**src/rtl/vga_timing_gen.sv**
```systemverilog
// VGA timing generator: programmable porches/sync/polarity, pixel-enable
// qualified counters, registered aligned outputs and a built-in test pattern.
module vga_timing_gen #(
    parameter int H_ACTIVE   = 800,
    parameter int H_FRONT    = 40,
    parameter int H_SYNC     = 128,
    parameter int H_BACK     = 88,
    parameter int V_ACTIVE   = 600,
    parameter int V_FRONT    = 1,
    parameter int V_SYNC     = 4,
    parameter int V_BACK     = 23,
    parameter bit H_POL      = 1'b1,
    parameter bit V_POL      = 1'b1,
    parameter int CBITS      = 1,
    parameter int CHECK_LOG2 = 5,
    localparam int H_TOTAL   = H_ACTIVE + H_FRONT + H_SYNC + H_BACK,
    localparam int V_TOTAL   = V_ACTIVE + V_FRONT + V_SYNC + V_BACK,
    localparam int HW        = $clog2(H_TOTAL),
    localparam int VW        = $clog2(V_TOTAL)
) (
    input  logic                 clk,
    input  logic                 reset,
    input  logic                 pix_en,
    input  logic [1:0]           pattern_sel,
    input  logic [3*CBITS-1:0]   solid_color,
    output logic                 h_sync_out,
    output logic                 v_sync_out,
    output logic                 de,
    output logic [HW-1:0]        pixel_x,
    output logic [VW-1:0]        pixel_y,
    output logic                 line_start,
    output logic                 frame_start,
    output logic [3*CBITS-1:0]   rgb
);

    localparam int BAR_W = H_ACTIVE / 8;

    localparam logic [HW-1:0] H_ACT_END  = HW'(H_ACTIVE);
    localparam logic [HW-1:0] H_ACT_LAST = HW'(H_ACTIVE - 1);
    localparam logic [HW-1:0] H_SYNC_BEG = HW'(H_ACTIVE + H_FRONT);
    localparam logic [HW-1:0] H_SYNC_END = HW'(H_ACTIVE + H_FRONT + H_SYNC);
    localparam logic [HW-1:0] H_LAST     = HW'(H_TOTAL - 1);
    localparam logic [HW-1:0] BAR_LOAD   = HW'(BAR_W - 1);

    localparam logic [VW-1:0] V_ACT_END  = VW'(V_ACTIVE);
    localparam logic [VW-1:0] V_ACT_LAST = VW'(V_ACTIVE - 1);
    localparam logic [VW-1:0] V_SYNC_BEG = VW'(V_ACTIVE + V_FRONT);
    localparam logic [VW-1:0] V_SYNC_END = VW'(V_ACTIVE + V_FRONT + V_SYNC);
    localparam logic [VW-1:0] V_LAST     = VW'(V_TOTAL - 1);

    logic [HW-1:0]      hc;
    logic [VW-1:0]      vc;
    logic [1:0]         pat_q;
    logic [HW-1:0]      bar_left;
    logic [2:0]         bar_idx;

    logic               h_act, v_act, h_syn, v_syn, origin, chk_bit, border;
    logic [1:0]         pat_now;
    logic [3*CBITS-1:0] rgb_next;

    // Region decode and pattern colour for the pixel at (hc, vc).
    always_comb begin
        h_act   = hc < H_ACT_END;
        v_act   = vc < V_ACT_END;
        h_syn   = (hc >= H_SYNC_BEG) && (hc < H_SYNC_END);
        v_syn   = (vc >= V_SYNC_BEG) && (vc < V_SYNC_END);
        origin  = (hc == '0) && (vc == '0);
        // the first pixel of a frame already uses the newly latched pattern
        pat_now = origin ? pattern_sel : pat_q;
        chk_bit = (((hc >> CHECK_LOG2) ^ HW'(vc >> CHECK_LOG2)) & HW'(1)) != '0;
        border  = (hc == '0) || (hc == H_ACT_LAST) || (vc == '0) || (vc == V_ACT_LAST);
        rgb_next = '0;
        if (h_act && v_act) begin
            case (pat_now)
                2'd0:    rgb_next = {{CBITS{bar_idx[2]}}, {CBITS{bar_idx[1]}}, {CBITS{bar_idx[0]}}};
                2'd1:    rgb_next = chk_bit ? '1 : '0;
                2'd2:    rgb_next = solid_color;
                default: rgb_next = border ? '1 : '0;
            endcase
        end
    end

    // Counters, bar tracker, pattern latch and registered outputs, all pix_en qualified.
    always_ff @(posedge clk) begin
        if (reset) begin
            hc          <= '0;
            vc          <= '0;
            pat_q       <= '0;
            bar_left    <= BAR_LOAD;
            bar_idx     <= '0;
            h_sync_out  <= ~H_POL;
            v_sync_out  <= ~V_POL;
            de          <= 1'b0;
            pixel_x     <= '0;
            pixel_y     <= '0;
            line_start  <= 1'b0;
            frame_start <= 1'b0;
            rgb         <= '0;
        end else if (pix_en) begin
            if (hc == H_LAST) begin
                hc <= '0;
                vc <= (vc == V_LAST) ? '0 : vc + 1'b1;
            end else begin
                hc <= hc + 1'b1;
            end

            // bar index follows hc without a divider; saturates at the last bar
            if (hc == H_LAST) begin
                bar_left <= BAR_LOAD;
                bar_idx  <= '0;
            end else if (bar_left == '0) begin
                bar_left <= BAR_LOAD;
                if (bar_idx != 3'd7)
                    bar_idx <= bar_idx + 1'b1;
            end else begin
                bar_left <= bar_left - 1'b1;
            end

            if (origin)
                pat_q <= pattern_sel;

            h_sync_out  <= h_syn ? H_POL : ~H_POL;
            v_sync_out  <= v_syn ? V_POL : ~V_POL;
            de          <= h_act && v_act;
            pixel_x     <= hc;
            pixel_y     <= vc;
            line_start  <= (hc == '0);
            frame_start <= origin;
            rgb         <= rgb_next;
        end
    end

endmodule

```
**config.mk**
```make
export PLATFORM = sky130hd
export DESIGN_NAME = vga_timing_gen
export DESIGN_NICKNAME = d
export VERILOG_FILES = /design/src/rtl/vga_timing_gen.sv
export SDC_FILE = /design/constraint.sdc
export NUM_CORES = 1
export LEC_CHECK = 0
export ABC_AREA = 1
export BUFFER_PORTS_ARGS = -buffer_cell sky130_fd_sc_hd__buf_2
export CAP_MARGIN = 10
export CELL_PAD_IN_SITES_DETAIL_PLACEMENT = 0
export CELL_PAD_IN_SITES_GLOBAL_PLACEMENT = 1
export CORE_ASPECT_RATIO = 1.75
export CORE_MARGIN = 2
export CORE_UTILIZATION = 30
export CTS_CLUSTER_DIAMETER = 60
export CTS_CLUSTER_SIZE = 16
export DETAILED_ROUTE_END_ITERATION = 12
export HOLD_SLACK_MARGIN = 0.15
export PLACE_DENSITY = 0.64
export SLEW_MARGIN = 20
export SYNTH_ARGS = -nofsm -noshare
export SYNTH_HDL_FRONTEND = slang
export SYNTH_SLANG_ARGS = --single-unit
```
**constraint.sdc**
```tcl
create_clock -name clk -period 2.3 [get_ports clk]
set_input_delay 0.46 -clock clk [delete_from_list [all_inputs] [get_ports clk]]
set_output_delay 0.46 -clock clk [all_outputs]
set_load 0.005 [all_outputs]
```
==> impl_metrics.toml <==
[layout]
layout.nets = 481
drive_gt1_frac = 0.173
finish.utilization = 0.368
area_delta_synth_final_pct = 19.2
num_antenna_cells = 0

[synthesis]
ys_ff_latch = 66
synthArstFlopShare = 0
synth_compound_area_frac = 0.143
synth_edf_count = 0
ys_top_cells_by_area = "dfxtp_1, nand2_1, nor2_1"
synth_area_mm2 = 0.00318
synth_common_cells = "dfxtp_1, nand2_1, nor2_1"
synth_xor_area_frac = 0.0358
syn_nets = 443
ys_types = 38
synth_ff_type = "dfxtp_1"
avgSynthCellArea_um2 = 7.46
yosys_warnings = 0
synth-seq-area-share = 0.416
netlist_instances = 426
synth.most_common_cell = "dfxtp_1"
yosysTopAreaCellShare = 0.416
synth.largest_area_cell = "dfxtp_1"
synthAdderAreaFrac = 0.0354
synth_top_family_by_area = "simple AND/OR/NAND/NOR gates"
yosys-mux-area-fraction = 0
synthSimpleGateAreaFrac = 0.299

[clock_network]
hold_buffers = 0
cts_made_buffers = 9
clockBufferDepth = 2
cts_resized = 0
clock_latency_ps = 340
cts_tree = "built"
cts_root_buffer = "clkbuf_16"
clock_sinks = 66
postCtsSetupRepairBufs = 0
h-tree-depth = 3
path_clk_slew_ps = 60

[drt]
avgViaCountPerCell = 4.90
routed_wirelength_um = 8990
route.detailed.drc = 0
initialDrtViolationCount = 122
drt.antenna.violating_nets = 0
drt-pass1-iter-count = 4
dr_total_vias = 2921
routedWlPerCell_um = 15.1

[global_route]
grt-ovfl-total = 0
grt_util_all_layers = 0.170
antenna_found_initial = 0
grt_max_degree = 36
grt_pass1_wl_um = 14500
first_global_vias = 2941

[sta]
fin_skew_ps = 7.08
clock.fmax_mhz = 506
setup_viol = 0
layout_min_cycle_time_ps = 1970
slew_violations = 0
rsz0062_at_grt = "false"
worst_pin_slew_ps = 366
period_share = 0.859
finalSetupTns_ps = 0
slew-limit-headroom = 0.754
hold_violations = 0

[power]
power_mw = 2.75
p_clk_frac = 0.490
power.leakage_nw = 1.58
ir_drop_mv = 0.364
internal_power_mw = 2.09
p_comb_frac = 0.073
p_per_area_mw_per_mm2 = 725
seqPwrFrac = 0.437
switching_power_mw = 0.659
netSwitchingFraction = 0.240

[floorplan]
ios = 37
die-height_um = 140
coreArea_mm2 = 0.0103
placementRows = 49
initial_core_util = 0.309
die_w_um = 81.8
die_area_mm2 = 0.0115

[critical_path]
endpoint_kind = "flop"
cp-start-kind = "flop"
cp_data_required_time_ps = 2510
critPathKind = "flop to flop"
critPathMaxFanout = 10
arrival_ps = 2180

[place]
io_buffers = 36
detailed_place_hpwl_um = 6980
finalWeightedCongestion = 0.867

[hold_path]
hold_class = "input pin to flop"

[outcome]
outcome = "complete, no violations"

[run]
max-cap-violations = 0
[worst max-delay path, cell delays in order (launching register included)]
cell and delay [ps]:
dfxtp_1 380, ha_1 190, nand2_1 70, clkinv_2 80
nand3_4 90, nor2_4 120, nand3_4 180, nor2_8 220
inv_6 90, o21ai_4 210, inv_2 70, o21ai_0 80
a21oi_1 60
[cells by family (layout without fill, tap and decap cells)]
family	after synthesis	count (layout)
AND/OR/NAND/NOR	197	197
AO/OA/AOI/OAI	84	84
flip-flops	66	66
buffers and inverters	57	100
XOR/XNOR	13	13
adder cells (fa/ha/maj)	9	9
[worst paths after layout]
path	slack, ps	cells past startpoint	start	end
worst max-delay path	330	12	hc[0]	vc[6]
worst min-delay path	430	3	pattern_sel[0]	pat_q[0]
worst max register to register	330	12	hc[0]	vc[6]
worst min register to register	460	2	bar_left[10]	bar_left[10]
[cells in the final DEF, fill, tap and decap left out, drive strengths merged]
cell type	netlist	routed
nand3	41	41
dfxtp	66	66
nand2	67	67
xnor2	6	6
clkbuf	12	11
nand4	4	4
clkinvlp	0	2
nor3	11	11
a31oi	1	1
a211oi	6	6
nand3b	1	1
xor2	7	7
inv	42	42
buf	2	41
o21ai	37	37
nor2	67	67
nor3b	4	4
a21oi	39	39
ha	9	9
o211ai	1	1
clkinv	1	3
or2	2	2
bufinv	0	1
[power by group through the flow]
| stage | Combinational [mW] | Sequential (mW) | Clock, mW |
|---|---|---|---|
| after floorplan | 0.125 | 1.22 | 0 |
| after global placement | 0.202 | 1.23 | 0 |
| after detailed placement | 0.203 | 1.23 | 0 |
| after CTS | 0.204 | 1.20 | 1.37 |
| after global routing | 0.229 | 1.21 | 1.43 |
| final | 0.200 | 1.20 | 1.34 |
[state kept, by name, summed over array words and instances (netlist names), 2 cells and up]
register,flops
bar_idx,3
bar_left,11
hc,11
pat_q,2
pixel_x,11
pixel_y,10
rgb,3
vc,10
[metal layers]
metal  vias up  GRT usage  routed length (um)
li1       1480          -                   -
met1      1362      0.168                3290
met2        54      0.309                5040
met3        25     0.0309                 219
met4         0      0.110                 436
met5         -          0                   0
[per-stage QoR]
stage          std cells  worst slack, ps  cell area [um2]  hold WS [ps]
2_1_floorplan        426              654             3180           436
3_3_place_gp         580              316             3500           448
3_5_place_dp         580              328             3500           454
4_1_cts              596              299             3790           425
5_1_grt              596              157             3790           428
6_report             596              325             3790           434
[cell type report]
| class | count | area (um2) |
|---|---|---|
| Fill cell | 1133 | 6510 |
| Clock inverter | 5 | 55.1 |
| Tap cell | 127 | 159 |
| Multi-Input combinational cell | 303 | 1630 |
| Clock buffer | 11 | 233 |
| Inverter | 43 | 170 |
| Sequential cell | 66 | 1320 |
| Timing Repair Buffer | 41 | 218 |
(Power assumes the default switching activity.)
